`src/rtl/axi_write_channel_slave.sv`:
```
// AXI write-side slave (AW/W/B): one burst at a time, beat address/data exposed on flat registers.
// Optional AXI_WR_4KB_CHECK_EN: INCR beats that leave the start 4 KB page are errored.
module axi_write_channel_slave #(
  parameter int unsigned ADDR_WIDTH     = 32,
  parameter int unsigned SIZE           = 3,
  parameter int unsigned BURST_SIZE     = 2,
  parameter int unsigned WDATA_WIDTH    = 32,
  parameter int unsigned RESPONSE_WIDTH = 2
) (
  input  logic                      ACLK,
  input  logic                      ARESETn,
  // AW channel
  input  logic                      AWVALID,
  output logic                      AWREADY,
  input  logic [ADDR_WIDTH-1:0]     AWADDR,
  input  logic [SIZE-1:0]           AWSIZE,
  input  logic [BURST_SIZE-1:0]     AWBURST,
  output logic [ADDR_WIDTH-1:0]     AWADDROUT,
  // W channel
  input  logic                      WVALID,
  output logic                      WREADY,
  input  logic [WDATA_WIDTH-1:0]    WDATA,
  input  logic                      WLAST,
  output logic [WDATA_WIDTH-1:0]    WDATAOUT,
  // B channel
  output logic                      BVALID,
  input  logic                      BREADY,
  output logic [RESPONSE_WIDTH-1:0] BRESP
);

  localparam int unsigned MaxSizeLog2 = $clog2(WDATA_WIDTH / 8);

  localparam logic [BURST_SIZE-1:0]     BurstFixed = BURST_SIZE'(0);
  localparam logic [BURST_SIZE-1:0]     BurstIncr  = BURST_SIZE'(1);
  localparam logic [RESPONSE_WIDTH-1:0] RespOkay   = RESPONSE_WIDTH'(0);
  localparam logic [RESPONSE_WIDTH-1:0] RespSlverr = RESPONSE_WIDTH'(2);

  typedef enum logic [1:0] {
    StIdle,
    StData,
    StResp
  } state_e;

  state_e                    state_q, state_d;
  logic                      awready_q, awready_d;
  logic                      wready_q, wready_d;
  logic                      bvalid_q, bvalid_d;
  logic [RESPONSE_WIDTH-1:0] bresp_q, bresp_d;
  logic [ADDR_WIDTH-1:0]     awaddrout_q, awaddrout_d;
  logic [WDATA_WIDTH-1:0]    wdataout_q, wdataout_d;
  logic [ADDR_WIDTH-1:0]     addr_q, addr_d;
  logic [SIZE-1:0]           size_q, size_d;
  logic [BURST_SIZE-1:0]     burst_q, burst_d;
  logic                      err_q, err_d;

  logic                      aw_err;
  logic                      beat_err;
  logic [ADDR_WIDTH-1:0]     beat_bytes;
  logic [ADDR_WIDTH-1:0]     next_incr;

  // WRAP and reserved encodings are rejected because there is no AWLEN to size a wrap window.
  assign aw_err = ((AWBURST != BurstFixed) && (AWBURST != BurstIncr)) ||
                  (32'(AWSIZE) > MaxSizeLog2);

  assign beat_bytes = ADDR_WIDTH'(1) << size_q;
  assign next_incr  = (addr_q & ~(beat_bytes - ADDR_WIDTH'(1))) + beat_bytes;

`ifdef AXI_WR_4KB_CHECK_EN
  logic [ADDR_WIDTH-13:0] page_q, page_d;

  // Once a beat leaves the start page the error sticks for the rest of the burst.
  assign beat_err = err_q ||
                    ((burst_q == BurstIncr) && (addr_q[ADDR_WIDTH-1:12] != page_q));

  always_ff @(posedge ACLK or posedge ARESETn) begin
    if (ARESETn) begin
      page_q <= '0;
    end else begin
      page_q <= page_d;
    end
  end

  always_comb begin
    page_d = page_q;
    if ((state_q == StIdle) && awready_q && AWVALID) begin
      page_d = AWADDR[ADDR_WIDTH-1:12];
    end
  end
`else
  assign beat_err = err_q;
`endif

  always_ff @(posedge ACLK or posedge ARESETn) begin
    if (ARESETn) begin
      state_q     <= StIdle;
      awready_q   <= 1'b0;
      wready_q    <= 1'b0;
      bvalid_q    <= 1'b0;
      bresp_q     <= RespOkay;
      awaddrout_q <= '0;
      wdataout_q  <= '0;
      addr_q      <= '0;
      size_q      <= '0;
      burst_q     <= '0;
      err_q       <= 1'b0;
    end else begin
      state_q     <= state_d;
      awready_q   <= awready_d;
      wready_q    <= wready_d;
      bvalid_q    <= bvalid_d;
      bresp_q     <= bresp_d;
      awaddrout_q <= awaddrout_d;
      wdataout_q  <= wdataout_d;
      addr_q      <= addr_d;
      size_q      <= size_d;
      burst_q     <= burst_d;
      err_q       <= err_d;
    end
  end

  always_comb begin
    state_d     = state_q;
    awready_d   = awready_q;
    wready_d    = wready_q;
    bvalid_d    = bvalid_q;
    bresp_d     = bresp_q;
    awaddrout_d = awaddrout_q;
    wdataout_d  = wdataout_q;
    addr_d      = addr_q;
    size_d      = size_q;
    burst_d     = burst_q;
    err_d       = err_q;

    unique case (state_q)
      StIdle: begin
        if (!awready_q) begin
          awready_d = 1'b1;
        end else if (AWVALID) begin
          awaddrout_d = AWADDR;
          addr_d      = AWADDR;
          size_d      = AWSIZE;
          burst_d     = AWBURST;
          err_d       = aw_err;
          awready_d   = 1'b0;
          wready_d    = 1'b1;
          state_d     = StData;
        end
      end

      StData: begin
        if (WVALID && wready_q) begin
          // Errored beats are consumed but leave the output registers untouched.
          if (!beat_err) begin
            wdataout_d  = WDATA;
            awaddrout_d = addr_q;
          end
          if (burst_q == BurstIncr) begin
            addr_d = next_incr;
          end
          err_d = beat_err;
          if (WLAST) begin
            wready_d = 1'b0;
            bvalid_d = 1'b1;
            bresp_d  = beat_err ? RespSlverr : RespOkay;
            state_d  = StResp;
          end
        end
      end

      StResp: begin
        if (BREADY) begin
          bvalid_d  = 1'b0;
          bresp_d   = RespOkay;
          awready_d = 1'b1;
          state_d   = StIdle;
        end
      end

      default: begin
        state_d = StIdle;
      end
    endcase
  end

  assign AWREADY   = awready_q;
  assign WREADY    = wready_q;
  assign BVALID    = bvalid_q;
  assign BRESP     = bresp_q;
  assign AWADDROUT = awaddrout_q;
  assign WDATAOUT  = wdataout_q;

endmodule

```
`config.mk`:
```
export PLATFORM = sky130hd
export DESIGN_NAME = axi_write_channel_slave
export DESIGN_NICKNAME = d
export VERILOG_FILES = /design/src/rtl/axi_write_channel_slave.sv
export SDC_FILE = /design/constraint.sdc
export NUM_CORES = 1
export LEC_CHECK = 0
export ABC_AREA = 0
export CORE_UTILIZATION = 45
export DETAILED_ROUTE_END_ITERATION = 8
export HOLD_SLACK_MARGIN = 0.06
export PLACE_DENSITY = 0.77
export SLEW_MARGIN = 40
export SYNTH_ARGS = -nofsm -noshare
export SYNTH_HDL_FRONTEND = slang
export SYNTH_SLANG_ARGS = --single-unit
```
`constraint.sdc`:
```
create_clock -name ACLK -period 3.2 [get_ports ACLK]
set_clock_uncertainty 0.05 [all_clocks]
set_input_delay 0.32 -clock ACLK [delete_from_list [all_inputs] [get_ports ACLK]]
set_output_delay 0.32 -clock ACLK [all_outputs]
set_load 0.005 [all_outputs]
```
Word-level counts from Yosys, hierarchy flattened:

Index checks and enable logic that the tools add are counted.

* shifts and indexed selects: 1
* $add $sub $neg: 2
* eq/ne operators: 11
* divide/modulo/power cells: 0
* magnitude comparators: 1
* bitwise logic cells: 3
* muxes and demuxes: 31
* multipliers: 0
* reduce and logical (&&, ||, !) cells: 16

Operator list (count)
* 32-bit two-way mux: 6
* 32-bit one-hot mux with 2 select lines: 2
* 32-bit adder: 1
* 32-bit bitwise AND: 1
* 32-bit inverter: 1
* 1-bit by 3-bit left shift with 32-bit output (first input constant): 1
* 32-bit by 1-bit subtractor with 32-bit output (second input constant): 1
* 5-bit AND reduction: 4
* 2-bit two-way mux: 8
* 2-bit != test (second input constant): 7
* 1-bit two-way mux: 10
* 2-bit nonzero test: 4
* 1-bit one-hot mux with 2 select lines: 3
* 2-bit one-hot mux with 3 select lines: 1
* 3-bit AND reduction: 2
* 2-bit by 1-bit equality test with 1-bit output (second input constant): 2
* 2-bit one-hot mux with 2 select lines: 1
* 4-bit AND reduction: 1
* 3-bit by 2-bit > comparator with 1-bit output (second input constant): 1
* 2-bit equality test (second input constant): 1
* 1-bit logical AND: 2
* 2-bit logical NOT: 1
* 2-bit by 1-bit != test with 1-bit output (second input constant): 1
* 2-bit AND reduction: 1
* 2 further kinds: 2

* word-level logic and storage cells: 76
* output and inout port bits: 69
* latch bits: 0
* RAM bits: 0
* bits of input ports: 75
* register bits after elaboration: 109
* memories kept: 0
* bits in read-only memories: 0

Longest topological paths before layout:

* depth in word-level cells: 8
* gate-level depth with buffers: 13
* gate-level depth less buffers: 10

Least setup slack after synthesis:

No wires, ideal clock.

* kind: register to register
* start point: register size_q[2]
* end point: register addr_q[28]
* required time: 3.056 ns
* path slack: 0.209 ns
* path buffers: 2
* arrival: 2.847 ns
* period minus slack after synthesis: 2.991 ns
* stages on the path, launching flop included: 12
* setup time: 0.094 ns
* cells stage by stage: dfrtp_1 clkbuf_1 nand3_1 ha_1 and2_1 ha_1 clkbuf_1 nand2_1 o2bb2ai_1 a311oi_4 or4_1 a221oi_2

* word-level cells in the longest chain between the ends: 8

Ends and longest elaborated chain
* from (decl): line 52 `logic [SIZE-1:0] size_q, size_d;`
* from (signal assigned): line 115 `size_q <= size_d;`
* 1-bit by 3-bit left shift with 32-bit output *: line 65 `assign beat_bytes = ADDR_WIDTH'(1) << size_q;`
* 32-bit by 1-bit subtractor with 32-bit output: line 66 `assign next_incr = (addr_q & ~(beat_bytes - ADDR_WIDTH'(1))) + beat_bytes;`
* 32-bit inverter: line 66
* 32-bit bitwise AND: line 66
* 32-bit adder *: line 66
* 32-bit two-way mux *: line 157 `if (burst_q == BurstIncr) begin`
* 32-bit two-way mux *: line 151 `if (WVALID && wready_q) begin`
* 32-bit one-hot mux with 2 select lines *: line 134 `unique case (state_q)`
* to (signal assigned): line 114 `addr_q <= addr_d;`
* to (decl): line 51 `logic [ADDR_WIDTH-1:0] addr_q, addr_d;`

Mark *: on every way between the ends. The rest lies on a longest branch, timed or not. The select of a mux whose other input is x is not followed.
A chain may end at the register's enable or synchronous reset.

Worst setup path in the final report:

* start point: register size_q[0]
* end point: register addr_q[22]

The elaborated chain is that of the path after synthesis.

==> summary.txt <==
Status
  • Status: finished clean

Clock tree
  • H-tree levels: 3
  • Post-CTS Setup Bufs: 0
  • Clock root buffer: clkbuf_16
  • Number of buffers inserted by hold repair at cts: 0
  • Clk_lat worst skew: 0.35 ns
  • CTS resizes: 0
  • Reg clk slew, reported paths: 0.07 ns
  • Bufs on Longest Clock Path: 2
  • TritonCTS Buffers: 9
  • Clock Sink Count: 108
  • CTS tree: done

Layout
  • Final-stage net count: 814
  • Antenna fix cells: 0
  • Share of layout cells above drive strength 1: 6.77%
  • Filler cell count: 1042
  • Area delta synth->final: 34.1%
  • Final Cell Area: 7570 sq um

Global route
  • Largest net degree at the start of global routing: 52
  • Total track usage: 24.3%
  • First-pass GRT wire length: 24800 um
  • Initial antenna violation count: 0
  • Vias in the first global route: 5033
  • Total global routing overflow: 0

Floorplan
  • Core area: 12100 sq um
  • Die W: 114 um
  • Die height: 114 um
  • IO Pins: 144
  • Die area: 13000 sq um
  • Rows: 40
  • Starting density of the core: 46.6%

Synthesis
  • Register area share after synthesis: 47.9%
  • Yosys reg bits: 108
  • Mapped Cells: 607
  • Ys async rst share: 100%
  • Most common flop cell mapped by yosys: dfrtp_1
  • Cell area after synthesis: 5650 sq um
  • Post-synth EDFFs: 0
  • Average size of a mapped cell: 9.30 sq um
  • Syn nets: 686
  • Commonest cells post-synth: dfrtp_1, nand2_1, nor2_1, a31oi_1
  • Synth area leader: dfrtp_1
  • Synth top area share: 47.9%
  • Top cells by area, synth: dfrtp_1, nand2_1, mux2_1
  • Yosys warning total: 0
  • Synth unique cells: 69
  • Top-count cell post-synth: dfrtp_1

Detailed routing
  • DRC errors left: 0
  • DRT Pass-1 Iters: 5
  • Violation count after the first detailed-routing iteration: 297
  • Final WL: 15100 um
  • Vias per cell: 5.69
  • Antenna Nets Post-Route: 0
  • Vias: 5158
  • WL/cell: 16.7 um

Setup path
  • CP startpoint: size_q[0]$_DFFE_PP0P_
  • Reg2Reg Depth: 10
  • Reg-to-reg slack, setup: 0.23 ns
  • Critical path capture point type: register
  • Kind of critical path: reg2reg
  • Crit path max-delay cell type: a311o_1
  • Reg-to-Reg End: addr_q[22]$_DFFE_PP0P_
  • Critical path peak fanout: 12
  • Worst r2r src: size_q[0]$_DFFE_PP0P_
  • Crit path launch type: register
  • Critical Path AT: 3.17 ns
  • CP Cell Sequence: nand3_1, inv_1, ha_1, and2_1, ha_1, nand2_1, o2bb2ai_1, a311o_1, a311oi_1, a311oi_1
  • CP required: 3.41 ns
  • CP max stage delay: 0.54 ns

Power and ir drop
  • PwrDens: 944 nW/um^2
  • Clock Power Share: 15.6%
  • Logic pwr share: 49.2%
  • Worst ir drop on vdd: 0.424 mV
  • Leak: 3.11 nW
  • Int Pwr: 4.33 mW
  • Switching part of the total: 39.4%
  • Sw power: 2.82 mW
  • Seq pwr share: 35.1%

Place
  • Placed Area: 7280 sq um
  • Number of I/O port buffers: 142
  • Post-place setup slack: 0.260 ns
  • Hpwl dp: 10800 um
  • RD Place Congestion: 0.889

Hold path
  • Worst Hold Class: in2async

Timing
  • Final hold vios: 0
  • Least-Margin Pin Slew: 0.770 ns
  • Slew margin rel.: 48.5%
  • Final worst slack: 0.232 ns
  • Fin crit share: 92.7%
  • Max Slew Vio Count: 0
  • Setup TNS: 0 ns
  • Tmin final: 2.97 ns
  • RSZ-0062 raised after global routing: no
  • Final Setup Violations: 0
  • Max frequency: 337 MHz

Run
  • Max-cap violations: 0
-- registers in the layout, indices dropped and copies added, names as in the netlist --
register	count
AWADDROUT	32
beat_err	1
AWREADY	1
BVALID	1
WDATAOUT	32
burst_q	2
size_q	3
WREADY	1
addr_q	32
BRESP	1
state_q	2
-- final cells by class --
| cell class | count | area (sq um) | area share (%) |
|---|---|---|---|
| well taps | 168 | 210 | 2.78 |
| clock inverters | 4 | 48.8 | 0.645 |
| inverters | 10 | 41.3 | 0.545 |
| flip-flops and latches | 108 | 2700 | 35.7 |
| multi-input cells | 447 | 2750 | 36.3 |
| clock buffers | 11 | 243 | 3.21 |
| repair buffers | 159 | 1570 | 20.8 |
-- routing by layer --
| layer | track usage, % | share of wire, % | wire (um) | vias up |
|---|---|---|---|---|
| met1 | 32.1 | 45 | 6770 | 2455 |
| met4 | 8.74 | 1.7 | 261 | 0 |
| met5 | 0 | 0 | 0 | - |
| li1 | - | - | - | 2469 |
| met3 | 4.99 | 7.0 | 1060 | 19 |
| met2 | 39.6 | 47 | 7050 | 215 |
-- critical path: cells and delay by family (launching register included) --
kind	cells	cell delay [ns]
compound gates	4	1.30
flops	1	0.38
buf+inv	1	0.06
fa+ha+maj	2	0.70
simple gates	3	0.38
-- placed cells by master (no fill, tap or decap), drive strengths merged, types with 17 or more instances in the layout --
| cell type | synthesis | routed |
|---|---|---|
| nand3 | 17 | 17 |
| a31oi | 39 | 39 |
| o21ai | 20 | 20 |
| buf | 14 | 17 |
| clkdlybuf4s50 | 0 | 142 |
| dfrtp | 108 | 108 |
| nand2 | 102 | 102 |
| mux2 | 33 | 33 |
| nor2 | 72 | 72 |
| a21oi | 25 | 25 |
-- cell families after synthesis --
kind of cell | share of synthesized area, %
DFF | 47.9
and+or+nand+nor | 20.5
AOI/OAI and AO/OA | 19.2
xor gates and xnor gates | 0.776
adders and majority gates | 0.886
buffers and inverters | 3.90
muxes | 6.76
other | 0.0664
-- worst max-delay path by stage --
| stage | endpoint | slack [ns] | depth (start not counted) |
|---|---|---|---|
| after global placement | addr_q[22]$_DFFE_PP0P_ | 0.41 | 10 |
| after CTS | addr_q[22]$_DFFE_PP0P_ | 0.25 | 10 |
| final | addr_q[22]$_DFFE_PP0P_ | 0.23 | 10 |
| after global routing | addr_q[22]$_DFFE_PP0P_ | 0.04 | 10 |
| after detailed placement | addr_q[22]$_DFFE_PP0P_ | 0.26 | 10 |
| after floorplan | addr_q[28]$_DFFE_PP0P_ | 0.21 | 11 |
-- power by group through the flow --
stage	logic [mW]	registers (mW)	clock network [mW]
2_1_floorplan	2.12	2.41	0
3_3_place_gp	3.43	2.49	0
3_5_place_dp	3.52	2.53	0
4_1_cts	3.53	2.51	1.15
5_1_grt	3.89	2.61	1.20
6_report	3.52	2.51	1.12
-- metrics by stage --
stage | instances | hold slack, ns | total power [mW] | utilization (%)
final | 907 | 0.274 | 7.14 | 62.5
after global routing | 907 | 0.291 | 7.70 | 62.5
after CTS | 907 | 0.276 | 7.19 | 62.5
after detailed placement | 892 | 0.404 | 6.05 | 60.1
after global placement | 892 | 0.402 | 5.91 | 60.1
after floorplan | 607 | 0.356 | 4.53 | -
Note: power is estimated with default switching activity, not from simulation.
